--- src/rtl/player_motion.sv ---
// Position owner for both players: vertical moves from jump-controller pulses,
// rate-divided horizontal moves from held inputs, arena clamping and anti-overlap.
module player_motion #(
   parameter int unsigned STEP_Y   = 1,
   parameter int unsigned Y_MIN    = 100,
   parameter int unsigned Y_MAX    = 180,
   parameter int unsigned X_MIN    = 0,
   parameter int unsigned X_MAX    = 620,
   parameter int unsigned P1_X0    = 100,
   parameter int unsigned P2_X0    = 500,
   parameter int unsigned MOVE_DIV = 500000,
   parameter int unsigned PLAYER_W = 20,
   parameter int unsigned PLAYER_H = 40
) (
   input  logic        clk,
   input  logic        rst,
   input  logic        p1_up_cmd,
   input  logic        p1_drop_cmd,
   input  logic        p2_up_cmd,
   input  logic        p2_drop_cmd,
   input  logic        p1_l,
   input  logic        p1_r,
   input  logic        p2_l,
   input  logic        p2_r,
   output logic [15:0] p1_x,
   output logic [15:0] p1_y,
   output logic [15:0] p2_x,
   output logic [15:0] p2_y,
   output logic        p1_on_ground,
   output logic        p2_on_ground,
   output logic        p1_facing,
   output logic        p2_facing
);

   localparam int unsigned POS_W = 16;
   localparam int unsigned CNT_W = (MOVE_DIV > 1) ? $clog2(MOVE_DIV) : 1;

   typedef enum logic [1:0] {
      DIR_NONE  = 2'd0,
      DIR_LEFT  = 2'd1,
      DIR_RIGHT = 2'd2
   } dir_e;

   dir_e             p1_dir_q, p2_dir_q;
   dir_e             p1_dir, p2_dir;
   logic [CNT_W-1:0] p1_cnt, p2_cnt, p1_cnt_d, p2_cnt_d;
   logic [POS_W-1:0] p1_x_d, p2_x_d, p1_y_d, p2_y_d;
   logic [POS_W-1:0] p1_cand, p2_cand;
   logic             p1_fire, p2_fire;
   logic             p1_facing_d, p2_facing_d;

   function automatic dir_e decode_dir(input logic l, input logic r);
      if (l && !r) return DIR_LEFT;
      if (r && !l) return DIR_RIGHT;
      return DIR_NONE;
   endfunction

   function automatic logic [POS_W-1:0] abs_diff(input logic [POS_W-1:0] a,
                                                 input logic [POS_W-1:0] b);
      return (a > b) ? a - b : b - a;
   endfunction

   function automatic logic [POS_W-1:0] next_y(input logic [POS_W-1:0] y,
                                               input logic up, input logic drop);
      if (up && !drop)
         return (y < POS_W'(Y_MIN + STEP_Y)) ? POS_W'(Y_MIN) : y - POS_W'(STEP_Y);
      if (drop && !up)
         return (y > POS_W'(Y_MAX - STEP_Y)) ? POS_W'(Y_MAX) : y + POS_W'(STEP_Y);
      return y;
   endfunction

   // Wall clamp: at a wall the candidate equals the current x.
   function automatic logic [POS_W-1:0] step_x(input logic [POS_W-1:0] x, input dir_e dir);
      case (dir)
         DIR_RIGHT: return (x < POS_W'(X_MAX)) ? x + POS_W'(1) : x;
         DIR_LEFT:  return (x > POS_W'(X_MIN)) ? x - POS_W'(1) : x;
         default:   return x;
      endcase
   endfunction

   // Suppress only moves that land in overlap and close the horizontal gap.
   function automatic logic blocked(input logic [POS_W-1:0] cand, input logic [POS_W-1:0] x,
                                    input logic [POS_W-1:0] ox, input logic [POS_W-1:0] y,
                                    input logic [POS_W-1:0] oy);
      return (abs_diff(cand, ox) < POS_W'(PLAYER_W)) &&
             (abs_diff(y, oy) < POS_W'(PLAYER_H)) &&
             (abs_diff(cand, ox) < abs_diff(x, ox));
   endfunction

   // Next-state logic; p2's overlap test sees p1's post-edge x so p1 wins ties.
   always_comb begin
      p1_dir      = decode_dir(p1_l, p1_r);
      p2_dir      = decode_dir(p2_l, p2_r);
      p1_fire     = (p1_dir != DIR_NONE) && (p1_dir == p1_dir_q) &&
                    (p1_cnt == CNT_W'(MOVE_DIV - 1));
      p2_fire     = (p2_dir != DIR_NONE) && (p2_dir == p2_dir_q) &&
                    (p2_cnt == CNT_W'(MOVE_DIV - 1));
      p1_cnt_d    = p1_cnt + CNT_W'(1);
      p2_cnt_d    = p2_cnt + CNT_W'(1);
      p1_cand     = step_x(p1_x, p1_dir);
      p2_cand     = step_x(p2_x, p2_dir);
      p1_x_d      = p1_x;
      p2_x_d      = p2_x;
      p1_y_d      = next_y(p1_y, p1_up_cmd, p1_drop_cmd);
      p2_y_d      = next_y(p2_y, p2_up_cmd, p2_drop_cmd);
      p1_facing_d = p1_facing;
      p2_facing_d = p2_facing;

      if (p1_dir == DIR_NONE || p1_dir != p1_dir_q || p1_fire) p1_cnt_d = '0;
      if (p2_dir == DIR_NONE || p2_dir != p2_dir_q || p2_fire) p2_cnt_d = '0;

      if (p1_fire && !blocked(p1_cand, p1_x, p2_x, p1_y, p2_y)) p1_x_d = p1_cand;
      if (p2_fire && !blocked(p2_cand, p2_x, p1_x_d, p2_y, p1_y)) p2_x_d = p2_cand;

      if (p1_dir == DIR_RIGHT) p1_facing_d = 1'b1;
      else if (p1_dir == DIR_LEFT) p1_facing_d = 1'b0;
      if (p2_dir == DIR_RIGHT) p2_facing_d = 1'b1;
      else if (p2_dir == DIR_LEFT) p2_facing_d = 1'b0;
   end

   always_ff @(posedge clk) begin
      if (!rst) begin
         p1_x      <= POS_W'(P1_X0);
         p2_x      <= POS_W'(P2_X0);
         p1_y      <= POS_W'(Y_MAX);
         p2_y      <= POS_W'(Y_MAX);
         p1_facing <= 1'b1;
         p2_facing <= 1'b0;
         p1_cnt    <= '0;
         p2_cnt    <= '0;
         p1_dir_q  <= DIR_NONE;
         p2_dir_q  <= DIR_NONE;
      end else begin
         p1_x      <= p1_x_d;
         p2_x      <= p2_x_d;
         p1_y      <= p1_y_d;
         p2_y      <= p2_y_d;
         p1_facing <= p1_facing_d;
         p2_facing <= p2_facing_d;
         p1_cnt    <= p1_cnt_d;
         p2_cnt    <= p2_cnt_d;
         p1_dir_q  <= p1_dir;
         p2_dir_q  <= p2_dir;
      end
   end

   assign p1_on_ground = (p1_y == POS_W'(Y_MAX));
   assign p2_on_ground = (p2_y == POS_W'(Y_MAX));

endmodule
--- config.mk ---
export PLATFORM = sky130hd
export DESIGN_NAME = player_motion
export DESIGN_NICKNAME = d
export VERILOG_FILES = /design/src/rtl/player_motion.sv
export SDC_FILE = /design/constraint.sdc
export NUM_CORES = 1
export LEC_CHECK = 0
export ABC_AREA = 0
export CORE_ASPECT_RATIO = 2
export CORE_MARGIN = 1
export CORE_UTILIZATION = 50
export CTS_CLUSTER_DIAMETER = 60
export DETAILED_ROUTE_END_ITERATION = 6
export GPL_TIMING_DRIVEN = 0
export PLACE_DENSITY = 0.69
export RECOVER_POWER = 100
export REMOVE_ABC_BUFFERS = 1
export SLEW_MARGIN = 20
export SYNTH_ARGS = -nofsm -noshare
export SYNTH_HDL_FRONTEND = slang
export SYNTH_SLANG_ARGS = --single-unit
--- constraint.sdc ---
create_clock -name clk -period 29.9 [get_ports clk]
set_input_delay 5.98 -clock clk [delete_from_list [all_inputs] [get_ports clk]]
set_output_delay 5.98 -clock clk [all_outputs]
set_load 0.01 [all_outputs]
; ---- Word level (Yosys, flattened, before mapping)
; Cells that the tools add are included.
[word_totals]
regBits = 108
in_bits = 10
out_inout_bits = 68
elab_cells = 152
[op_classes]
n_addsub = 20
n_lt_le_gt_ge = 20
n_eq_ne = 12
n_mux = 47
n_bitwise = 1
reduce_logical = 42
[ops]
columns = cell, count
row1 = 16-bit two-way mux, 23
row2 = 16-bit subtractor, 10
row3 = 16-bit greater-than comparator, 6
row4 = 16-bit by 1-bit adder with 16-bit output (second input constant), 4
row5 = 16-bit case mux with 2 select lines, 2
row6 = 16-bit by 1-bit subtractor with 16-bit output (second input constant), 4
row7 = 19-bit by 1-bit adder with 19-bit output (second input constant), 2
row8 = 19-bit == test (second input constant), 2
row9 = 16-bit by 8-bit == test with 1-bit output (second input constant), 2
row10 = 16-bit by 1-bit greater-than comparator with 1-bit output (second input constant), 2
row11 = 16-bit by 8-bit greater-than comparator with 1-bit output (second input constant), 2
row12 = 16-bit by 10-bit less-than comparator with 1-bit output (second input constant), 2
row13 = 16-bit less-than comparator, 2
row14 = 16-bit by 5-bit less-than comparator with 1-bit output (second input constant), 2
row15 = 16-bit by 6-bit less-than comparator with 1-bit output (second input constant), 2
row16 = 16-bit by 7-bit less-than comparator with 1-bit output (second input constant), 2
row17 = 1-bit logical AND, 18
row18 = 2-bit two-way mux, 8
row19 = 1-bit two-way mux, 14
row20 = 1-bit zero test, 10
row21 = 2-bit nonzero test, 5
row22 = 2-bit OR reduction, 3
row23 = 2-bit by 1-bit == test with 1-bit output (second input constant), 2
row24 = 2-bit == test, 2
row25 = 5 further kinds, 11

; ---- Longest topological paths before layout
[logic_depth]
word_depth = 23
mapped_depth = 69
mapped_depth_nobuf = 62

; ---- Least setup slack after synthesis
; OpenSTA, ideal clock, no wires.
[synth_timing]
path_type = input to register
start = in p1_l
end = reg p2_x[10]
setup_ns = 0.138
arrival_ns = 17.925
required_time_ns = 29.762
setup_slack_ns = 11.836
path_stages = 62
path_buffers = 8
cell_sequence = inv_1 -> ha_1 -> clkbuf_1 -> clkbuf_1 -> nor2_1 -> a31o_2 -> a21oi_1 -> o21ai_0 -> ha_1 -> clkbuf_1 -> nand3b_1 -> a21o_1 -> a21oi_1 -> o21a_1 -> buf_6 -> mux2i_1 -> xor2_1 -> inv_1 -> [26 not listed] -> clkbuf_1 -> mux2_2 -> ha_1 -> a21o_1 -> a21o_1 -> a21o_1 -> a21o_1 -> a21o_1 -> a21o_1 -> a21o_1 -> a21o_1 -> a21o_1 -> a211o_1 -> a21oi_1 -> or4b_1 -> clkbuf_1 -> o21ai_1 -> a211oi_1
[synth_via]
elab_chain_cells = 23
elab_cells_between_ends = 41
classes_between = add/sub (6) / order compare (7) / eq/ne (3) / mux (11) / reduce/logical (14)
[synth_rtl]
columns = element, line_no
row1 = "start, declared", 21  ; input logic p1_l,
row2 = 1-bit zero test, 54  ; if (r && !l) return DIR_RIGHT;
row3 = 1-bit logical AND, 54
row4 = 1-bit two-way mux (2 in a row), 54
row5 = 2-bit two-way mux, 55  ; return DIR_NONE;
row6 = 2-bit two-way mux *, 54
row7 = 2-bit by 1-bit == test with 1-bit output / 2-bit == test (equally long branches), 74  ; case (dir)
row8 = 16-bit case mux with 2 select lines, 74
row9 = 16-bit subtractor / 16-bit greater-than comparator (equally long branches), 60  ; return (a > b) ? a - b : b - a;
row10 = [7 not listed], --
row11 = net p1_x_d[0], 47  ; logic [POS_W-1:0] p1_x_d, p2_x_d, p1_y_d, p2_y_d;
row12 = 16-bit subtractor / 16-bit greater-than comparator (equally long branches), 60
row13 = 16-bit two-way mux, 60
row14 = 16-bit by 5-bit less-than comparator with 1-bit output, 85  ; return (abs_diff(cand, ox) < POS_W'(PLAYER_W)) &&
row15 = 1-bit logical AND, 85
row16 = 1-bit logical AND *, 86  ; (abs_diff(y, oy) < POS_W'(PLAYER_H)) &&
row17 = 1-bit zero test *, 113  ; if (p2_fire && !blocked(p2_cand, p2_x, p1_x_d, p2_y, p1_y)) p2_x_d = p2_cand;
row18 = 1-bit logical AND *, 113
row19 = "end signal, assigned", 124  ; p2_x <= POS_W'(P2_X0);
row20 = "end signal, assigned", 135  ; p2_x <= p2_x_d;
row21 = "end, declared", 27  ; output logic [15:0] p2_x,
; The timed path passes the listed nets; every way through them passes the cells marked *. The select of a mux whose other input is x is not followed.
; A chain may end at the register's enable or synchronous reset.

; ---- Worst setup path after layout
[layout_timing]
start = in p1_l
end = reg p2_x[13]
; The elaborated chain is that of the path after synthesis.

==> flow_summary.ini <==
[worst_setup_path]
required_ps = 30090
path_class = in2reg
endpoint_kind = flip-flop
crit_path_max_fanout = 30
worstPathArrival_ps = 26170
crit_family = compound AO/OA/AOI/OAI gates
critical-path-slowest-cell = a21oi_1
worstSetupStartpointType = primary input
crit_path_frequent_cell = a21o_1
cpPeakStageDelay_ps = 1700
worst-path-buf-inv = 7
r2r_slack_ps = 7590

[timing]
rsz0062_at_grt = no
setup_slack_ps = 3920
tightest_slew_ps = 2250
slew_headroom_pct = -50.0
holdWs_ps = 467
clock_skew_ps = 13.3
hold_viol = 0
slew_viol_final = 37
period_share_pct = 86.9
finalSetupTns_ps = 0
layout_min_cycle_time_ps = 25980
fmaxAchievable_ghz = 0.0385
setup_viol = 0

[detailed_routing]
ant_nets = 0
routedWlPerCell_um = 23.4
viasPerCell = 6.57
drc = 1
wl_met3_um = 2410
met2_length_um = 30500
wl_um = 57200
dr.max_layer_used = met5
first_pass_iters = 7
wl_met1_um = 17700
drt_iter0_markers = 1156
vias = 16100

[placed_design]
dp_slack_ps = 6620
portBuffers = 77
place_area_um2 = 16000
dp.cells = 2426
dpl.hpwl_um = 45500
globalplace.congestion = 0.989

[min_path]
worstHoldPathType = reg2reg

[synth]
async_flop_share_pct = 0
synth_edf_count = 0
synth_top_cell_by_area = ha_1
synthTopCellsByArea = ha_1 (17%), dfxtp_1 (14%), a21oi_1 (6.5%)
ys_types = 85
yosysMostFrequentCell = ha_1
synth_ff_type = dfxtp_1
synth_seq_cells = 108
ys_seq_area_share_pct = 14.4
postSynthAreaPerCell_um2 = 7.23
synth.top_cells.by_count = ha_1 (205), a21oi_1 (197), nor2_1 (192), inv_1 (172), nand2_1 (148)
netlist_area_um2 = 15100
yosysTopAreaCellShare_pct = 17.0
ys_warn_count = 0
syn_inst = 2083

[floorplanning]
dieWidth_um = 125
num_rows = 89
fp.dieH_um = 247
ios = 78
start_util_pct = 51.0
coreArea_um2 = 29500
dieArea_um2 = 30900

[clocking]
cts_resized = 0
htree_levels = 3
cts_tree = yes
cts_setup_buffers = 0
clk_pin_slew_ps = 80
cts_max_path_buffers = 2
cts-buffers-inserted = 9
cts_sinks = 108
clock_latency_ps = 390
hold_buffers = 0
cts_root_buffer = clkbuf_16

[final_layout]
design_area_um2 = 16200
fin_cells = 2444
drive_above_1_share_pct = 2.50
syn2layout_area_growth_pct = 7.78
nets = 2296

[power_and_ir_drop]
leakage_nw = 7.16
p_comb_share_pct = 38.5
p_clk_share_pct = 27.8
ir_drop_v = 0.0000250
p_int_mw = 0.272
power_switching_mw = 0.179
powerDensity_nw_per_um2 = 27.7
swShare_pct = 39.6
seq_power_share_pct = 33.7

[run]
cap_viol_max_count = 2

[global_route]
grt_antenna_before_repair = 2
grt_max_degree = 31
track_usage_pct = 36.8
grt_first_pass_wirelength_um = 86800
grt_overflow = 0
grt_pass1_vias = 16300

[run_status]
violations = DRC, capacitance limit, slew limit
outcome = finished, violations left
-- cell usage in the layout, fill, tap and decap left out, types with 10 or more instances in the layout --
cell type / n
nand4_1: 36
o21ai_0: 117
a31oi_1: 17
a211o_1: 15
o22ai_1: 18
nor2_1: 192
inv_1: 171
ha_1: 205
nand3b_1: 10
nor2b_1: 21
o31ai_1: 10
nand2_1: 148
xor2_1: 48
or3_1: 18
o21bai_1: 24
and2_1: 15
nor3_1: 58
dlygate4sd3_1: 73
nand2b_1: 10
nand3_1: 63
a211oi_1: 44
a21o_1: 84
a21oi_1: 197
nor4_1: 17
and3_1: 24
mux2i_1: 54
dfxtp_1: 108
o21a_1: 22
o211ai_1: 28
xnor2_1: 51
-- power by group through the flow --
stage	Clock, mW	Sequential, mW	Combinational (mW)
floorplan	0	0.154	0.118
global placement	0	0.155	0.167
detailed placement	0	0.155	0.171
CTS	0.126	0.152	0.172
global route	0.132	0.152	0.188
finish	0.125	0.152	0.174
-- sequential cells by signal, summed over array words and instances, names as in the netlist --
register   count
p1_y          16
p1_dir_q       2
p1_x          16
p2_facing      1
p2_y          16
p2_cnt        19
p2_dir_q       2
p1_cnt        19
p2_x          16
p1_facing      1
-- worst register-to-register path, delay by kind of cell, from the launching register on --
family,cells,cell delay (ps)
DFF,1,610
buffers and inverters,6,1500
AOI/OAI and AO/OA,21,9570
adders and majority gates,6,2180
xor gates and xnor gates,1,220
muxes,3,900
and+or+nand+nor,23,7150
-- kinds of logic (layout without fill, tap and decap cells) --
| family | after synthesis | count (layout) | synth area share [%] |
|---|---|---|---|
| AOI/OAI and AO/OA | 661 | 661 | 28.7 |
| and+or+nand+nor | 662 | 662 | 21.7 |
| xor gates and xnor gates | 99 | 99 | 5.76 |
| other | 0 | 1 | 0 |
| buffers and inverters | 276 | 272 | 7.17 |
| muxes | 65 | 65 | 4.41 |
| adders and majority gates | 212 | 212 | 18.0 |
| DFF | 108 | 108 | 14.4 |
-- path summary, 6_finish.rpt --
path	startpoint	to	cells past startpoint
max	p1_l	p2_x[13]$_SDFFE_PN0P_	52
min reg2reg	p2_cnt[0]$_SDFF_PP0_	p2_cnt[0]$_SDFF_PP0_	1
max reg2reg	p1_x[1]$_SDFF_PN0_	p2_x[13]$_SDFFE_PN0P_	60
min	p2_cnt[0]$_SDFF_PP0_	p2_cnt[0]$_SDFF_PP0_	1
-- routing by layer --
metal	up-vias	GRT usage, %
met4	2	39.5
li1	7506	-
met1	7593	29.8
met2	624	71.4
met5	-	0
met3	331	5.78
-- area by class of cell --
cell class | instances | area, um^2
sequential | 108 | 2160
multi-input combinational | 1699 | 11900
tap | 364 | 455
timing repair buffer | 83 | 812
fill | 2935 | 13300
antenna | 1 | 2.50
inverter | 173 | 649
clock inverter | 6 | 56.3
clock buffer | 10 | 229
-- through the flow --
stage | power, mW | utilization (%)
final | 0.450 | 55.0
after global routing | 0.472 | 55.0
after CTS | 0.450 | 55.1
after detailed placement | 0.326 | 54.1
after global placement | 0.322 | 53.7
after floorplan | 0.273 | -
Note: power is estimated with default switching activity, not from simulation.
